**config.mk**
```make
export PLATFORM = sky130hd
export DESIGN_NAME = first_nios2_system_sysid_master
export DESIGN_NICKNAME = d
export VERILOG_FILES = /design/src/rtl/first_nios2_system_sysid_master.sv
export SDC_FILE = /design/constraint.sdc
export NUM_CORES = 1
export LEC_CHECK = 0
export CORE_MARGIN = 10
export CORE_UTILIZATION = 40
export CTS_CLUSTER_DIAMETER = 120
export CTS_CLUSTER_SIZE = 25
export DETAILED_ROUTE_END_ITERATION = 8
export PLACE_DENSITY = 0.73
export SETUP_SLACK_MARGIN = 0.02
export SYNTH_ARGS = -nofsm -noshare
export SYNTH_HDL_FRONTEND = slang
export SYNTH_SLANG_ARGS = --single-unit
```
**constraint.sdc**
```tcl
create_clock -name clock -period 3.19 [get_ports clock]
set_input_delay 0.319 -clock clock [delete_from_list [all_inputs] [get_ports clock]]
set_output_delay 0.319 -clock clock [all_outputs]
set_load 0.02 [all_outputs]
```
**src/rtl/first_nios2_system_sysid_master.sv**
```systemverilog
// Avalon-MM master that reads the sysid slave (ID at word 0, timestamp at word 1) and flags matches.
// Optional SYSID_MASTER_AUTOSTART_EN launches one check on the first edge after reset release.
module first_nios2_system_sysid_master #(
  parameter logic [31:0] EXPECTED_ID    = 32'd0,
  parameter logic [31:0] EXPECTED_TS    = 32'd1433944346,
  parameter int unsigned TIMEOUT_CYCLES = 255
) (
  input  logic        clock,
  input  logic        reset,
  input  logic        start,
  output logic        address,
  output logic        read,
  input  logic        waitrequest,
  input  logic [31:0] readdata,
  output logic        busy,
  output logic        done,
  output logic        id_ok,
  output logic        ts_ok,
  output logic        timeout,
  output logic [31:0] id_value,
  output logic [31:0] ts_value
);

  typedef enum logic [1:0] {StIdle, StRdId, StRdTs, StDone} state_e;

  localparam logic [15:0] TimeoutLimit = 16'(TIMEOUT_CYCLES);

  state_e      state_q, state_d;
  logic [15:0] wait_cnt_q, wait_cnt_d, wait_cnt_inc;
  logic        done_q, done_d;
  logic        id_ok_q, id_ok_d;
  logic        ts_ok_q, ts_ok_d;
  logic        timeout_q, timeout_d;
  logic [31:0] id_value_q, id_value_d;
  logic [31:0] ts_value_q, ts_value_d;
  logic        go;

`ifdef SYSID_MASTER_AUTOSTART_EN
  // High only for the first cycle after reset release.
  logic auto_q;
  always_ff @(posedge clock or posedge reset) begin
    if (reset) begin
      auto_q <= 1'b1;
    end else begin
      auto_q <= 1'b0;
    end
  end
  assign go = start | auto_q;
`else
  assign go = start;
`endif

  always_comb begin
    state_d      = state_q;
    wait_cnt_d   = wait_cnt_q;
    done_d       = done_q;
    id_ok_d      = id_ok_q;
    ts_ok_d      = ts_ok_q;
    timeout_d    = timeout_q;
    id_value_d   = id_value_q;
    ts_value_d   = ts_value_q;
    wait_cnt_inc = wait_cnt_q + 16'd1;

    case (state_q)
      StIdle, StDone: begin
        if (go) begin
          state_d    = StRdId;
          wait_cnt_d = 16'd0;
          done_d     = 1'b0;
          id_ok_d    = 1'b0;
          ts_ok_d    = 1'b0;
          timeout_d  = 1'b0;
        end
      end
      StRdId, StRdTs: begin
        // Accepted data wins over a timeout landing in the same cycle.
        if (!waitrequest) begin
          wait_cnt_d = 16'd0;
          if (state_q == StRdId) begin
            id_value_d = readdata;
            state_d    = StRdTs;
          end else begin
            ts_value_d = readdata;
            state_d    = StDone;
            done_d     = 1'b1;
            id_ok_d    = (id_value_q == EXPECTED_ID);
            ts_ok_d    = (readdata == EXPECTED_TS);
          end
        end else if (wait_cnt_inc == TimeoutLimit) begin
          wait_cnt_d = wait_cnt_inc;
          state_d    = StDone;
          done_d     = 1'b1;
          timeout_d  = 1'b1;
          id_ok_d    = 1'b0;
          ts_ok_d    = 1'b0;
        end else begin
          wait_cnt_d = wait_cnt_inc;
        end
      end
      default: state_d = StIdle;
    endcase
  end

  always_ff @(posedge clock or posedge reset) begin
    if (reset) begin
      state_q    <= StIdle;
      wait_cnt_q <= 16'd0;
      done_q     <= 1'b0;
      id_ok_q    <= 1'b0;
      ts_ok_q    <= 1'b0;
      timeout_q  <= 1'b0;
      id_value_q <= 32'd0;
      ts_value_q <= 32'd0;
    end else begin
      state_q    <= state_d;
      wait_cnt_q <= wait_cnt_d;
      done_q     <= done_d;
      id_ok_q    <= id_ok_d;
      ts_ok_q    <= ts_ok_d;
      timeout_q  <= timeout_d;
      id_value_q <= id_value_d;
      ts_value_q <= ts_value_d;
    end
  end

  // Bus strobes decode straight from the state register, so they hold while stalled.
  assign read     = (state_q == StRdId) || (state_q == StRdTs);
  assign address  = (state_q == StRdTs);
  assign busy     = read;
  assign done     = done_q;
  assign id_ok    = id_ok_q;
  assign ts_ok    = ts_ok_q;
  assign timeout  = timeout_q;
  assign id_value = id_value_q;
  assign ts_value = ts_value_q;

endmodule

```
# Word level (Yosys, flattened, before mapping)
# Cells that the tools add are included.
# word_totals
out_inout_bits	71
ff_bits	86
wordCells	53
# op_classes
muxes	22
eq_ne	10
reduce_logical	10
n_bitwise	2
n_addsub	1
# op_table
cell	count
$eq 32x31->1 const B	1
$logic_not 32->1	1
$mux 16	2
$pmux 16 s2	1
$add 16x1->16 const B	1
$eq 16x8->1 const B	1
$reduce_and 3->1	4
$mux 1	11
$pmux 1 s2	4
$mux 2	3
$ne 2x2->1 const B	3
$ne 3x3->1 const B	2
$eq 2x2->1 const B	2
$pmux 2 s2	1
$reduce_or 2->1	2
$eq 2x1->1 const B	1
$logic_not 2->1	1
$not 1->1	2
$reduce_and 2->1	1
$logic_or 1x1->1	1

# Depth between registers and ports, before layout
# logic_depth
word_depth	5
mapped_depth	8
depth_no_buf	7

# Worst setup path before layout
# OpenSTA, ideal clock, no wires.
# synth_timing
kind	flip-flop to flip-flop
from	register state_q[0]
to	register ts_value_q[1], in the netlist ts_value[1]
setup_ps	125
setup_slack_ps	1038
synth_period_minus_slack_ps	2152
t_required_ps	3065
path_stages_with_launch	6
arrival_time_ps	2027
path_cell_list	dfrtp_1 inv_1 ha_1 nor3_1 clkbuf_1 mux2_2
# synth_via
elab_chain_len	3
elab_cells_between_ends	5
cone_classes	2 x eq/ne; 1 x bitwise; 2 x reduce/logical
# synth_lines
item	line_no	source
from (decl)	28	state_e state_q, state_d;
from (signal assigned)	106	state_q <= StIdle;
from (signal assigned)	115	state_q <= state_d;
$eq 2x2->1 / $eq 2x1->1 (equally long branches)	64, 79	
$reduce_or 2->1 / $not 1->1 (equally long branches)	-	
$reduce_and 3->1 (no source line) (*)	-	
to (signal assigned)	122	ts_value_q <= ts_value_d;
to (decl)	35	logic [31:0] ts_value_q, ts_value_d;
# Mark *: on every way between the ends. The rest lies on a longest branch, timed or not.
# A chain may end at the register's enable or synchronous reset.

# Final worst setup path
# layout_timing
from	register wait_cnt_q[0]
to	register state_q[1]
# layout_via
elab_chain_len	4
# layout_lines
item	line_no	source
from (decl)	29	logic [15:0] wait_cnt_q, wait_cnt_d, wait_cnt_inc;
from (signal assigned)	116	wait_cnt_q <= wait_cnt_d;
$add 16x1->16	62	wait_cnt_inc = wait_cnt_q + 16'd1;
$eq 16x8->1	89	end else if (wait_cnt_inc == TimeoutLimit) begin
$ne 3x3->1 (no source line)	-	
$reduce_and 2->1 (no source line)	-	
# Every way passes these cells.

==> out/results.txt <==
outcome -> completed
Hold Crit Class -> input port to asynchronous set/reset pin
gr usage total -> 0.150
final setup skew -> 8.94 ps
Slew @ Worst Pin -> 860 ps
clk_lat worst skew -> 360 ps
Comb power frac -> 0.505
Post-DP HPWL -> 7.76 mm
initial antenna violation count -> 0
sequential area share after synthesis -> 0.548
final setup margin -> 710 ps
Rows -> 36
Worst path most repeated cell -> nand4_1
placed cells -> 548
Netlist Area Pre-Place -> 3930 um2
Port Buffers -> 106
largest net degree at the start of global routing -> 49
global placement routability congestion -> 0.853
Flop pwr share -> 0.361
hold buffers post-CTS -> 0
layout cells sized above 1 -> 0.123
routed vias/inst -> 5.35
core area -> 9680 um2
total CTS buffers -> 9
DRT iter0 DRCs -> 148
vias in the first global route -> 3,274
CTS resizes -> 0
WS Path Type -> register to register
DRC violations left -> 0
switching part of the total power -> 0.392
crit-path cells -> ha_1, nand4_1, nor3_2, xnor2_1, nand4_1, nor4b_4, a221o_1
CP Max Fanout -> 10
CTS sink cnt -> 86
Warnings, synthesis -> 0
Layout area overhead -> 35.1%
CP bufs+invs -> 0
antenna cells -> 0
Fillers -> 817
Post-CTS Setup Bufs -> 0
Post-synth EDFFs -> 0
nets -> 466
asr flop ratio synth -> 1.00
syn_nets -> 361
max cap viols -> 0
Clock transition at path regs -> 90 ps
leading cell type in the layout, fill and taps excluded -> clkdlybuf4s50_1
nature of the critical path endpoint -> register
die span in y -> 119 um
clock root cell -> clkbuf_8
DP Worst Slack -> 768 ps
Top delay family on crit path -> simple AND/OR/NAND/NOR gates
first-pass GRT wire length -> 17.3 mm
most frequent cells in the layout -> clkdlybuf4s50_1, dfrtp_1, mux2_1
Synth Flop Type -> dfrtp_1
Worst slew margin -> 0.427
#FFs+latches synth -> 86
Die Wd -> 119 um
residual antenna-violating net count after detailed routing -> 0
Tcrit/Tclk final -> 0.778
Internal -> 3110 uW
CP Launch Type -> register
H-tree depth -> 3
CP Data Arrival Time -> 2770 ps
NetSw -> 2010 uW
final setup TNS -> 0 ps
Finish-stage setup viols -> 0
Peak VDD IR -> 0.635 mV
First-pass DRT Iterations -> 4
CP peak stage delay -> 470 ps
Bufs on Longest Clock Path -> 2
Final min period -> 2480 ps
fin cells -> 564
Die ar. -> 14,200 um2
grt total ovfl -> 0
Post-Route WL -> 10.5 mm
Slew Limit Fails -> 0
Unique masters post-synth -> 50
Post-Synthesis Cells -> 321
Req. time, crit path -> 3480 ps
Initial Util -> 0.405
PD cells -> 965 nW/um2
RSZ-0062 raised after global routing -> false
Pleak -> 0.00214 uW
Slowest-stage cell, CP -> nor4b_4
Clock power frac -> 0.134
CTS tree -> done
DR WL/cell -> 18.7 um
Max Clk Rate -> 403 MHz
syn avg cell area -> 12.2 um2
Hold Vio Cnt, Final -> 0
DR vias -> 3,018
I/O pin cnt -> 107
==> per-stage QoR <==
step           hold slack [ps]  area (um2)  total power [uW]  utilization
6_report                   384        5300              5120        0.548
5_1_grt                    449        5300              5430        0.548
4_1_cts                    407        5300              5190        0.548
3_5_place_dp               474        5130              4480        0.530
3_3_place_gp               466        5130              4430        0.530
2_1_floorplan              451        3930              3200            -
==> sequential cells by signal, summed over array words and instances (netlist names) <==
signal / count
id_value: 32
ts_value: 32
wait_cnt_q: 16
state_q: 2
done: 1
id_ok: 1
timeout: 1
ts_ok: 1
==> synthesized netlist by cell type (all sizes together), types with 2 or more instances <==
cell     n  area, um2
nor4b    2       32.5
nor4bb   3       30.0
xor2     3       26.3
and4b    2       20.0
o21ai   30        150
nor2     7       33.8
nand3   10       55.1
buf      5       28.8
dfrtp   86       2150
inv      7       26.3
mux2    64        721
a221o    2       20.0
ha       4       50.1
and3     3       18.8
nand2   21       81.3
and4     2       17.5
mux2i    2       20.0
nor4    11       75.1
and2     2       12.5
nor3     5       41.3
xnor2    3       26.3
nand2b   4       25.0
a21oi    8       40.0
clkbuf  11       41.3
nand4    8       50.1
a31oi    4       25.0
==> metal layers <==
layer,global-route usage,part of all wire,vias up
met5,0,0,-
met4,0.0634,0.017,0
met3,0.0827,0.13,14
met2,0.234,0.47,106
met1,0.166,0.38,1507
li1,-,-,1391
==> cell type report <==
type	count	area, um2	area share
Sequential cell	86	2150	0.406
Multi-Input combinational cell	212	1680	0.318
Timing Repair Buffer	110	1100	0.208
Tap cell	133	166	0.0314
Clock buffer	13	149	0.0281
Inverter	7	27.5	0.00519
Clock inverter	3	20.0	0.00378
==> cell families after synthesis <==
group,Yosys count,synth area share
xor gates and xnor gates,6,0.0134
DFF,86,0.548
muxes,66,0.189
and+or+nand+nor,82,0.129
adders and majority gates,4,0.0128
AOI/OAI and AO/OA,54,0.0829
buffers and inverters,23,0.0245
==> worst paths after layout <==
path | cells past startpoint | endpoint | from | slack, ps
worst min register to register | 1 | ts_value[8] | ts_value[8] | 490
worst max-delay path | 7 | state_q[1] | wait_cnt_q[0] | 710
min in group clock | 1 | ts_value[8] | ts_value[8] | 490
worst max register to register | 7 | state_q[1] | wait_cnt_q[0] | 710
worst min-delay path | 2 | wait_cnt_q[6] | reset | 380
max in group asynchronous | 3 | id_value[2] | reset | 2120
==> power groups by stage <==
stage | Clock (uW) | Combinational, uW | Sequential, uW
floorplan | 0 | 858 | 2340
global placement | 0 | 2580 | 1840
detailed placement | 0 | 2610 | 1860
CTS | 708 | 2630 | 1850
global route | 745 | 2770 | 1910
finish | 685 | 2580 | 1850
(Power assumes the default switching activity.)
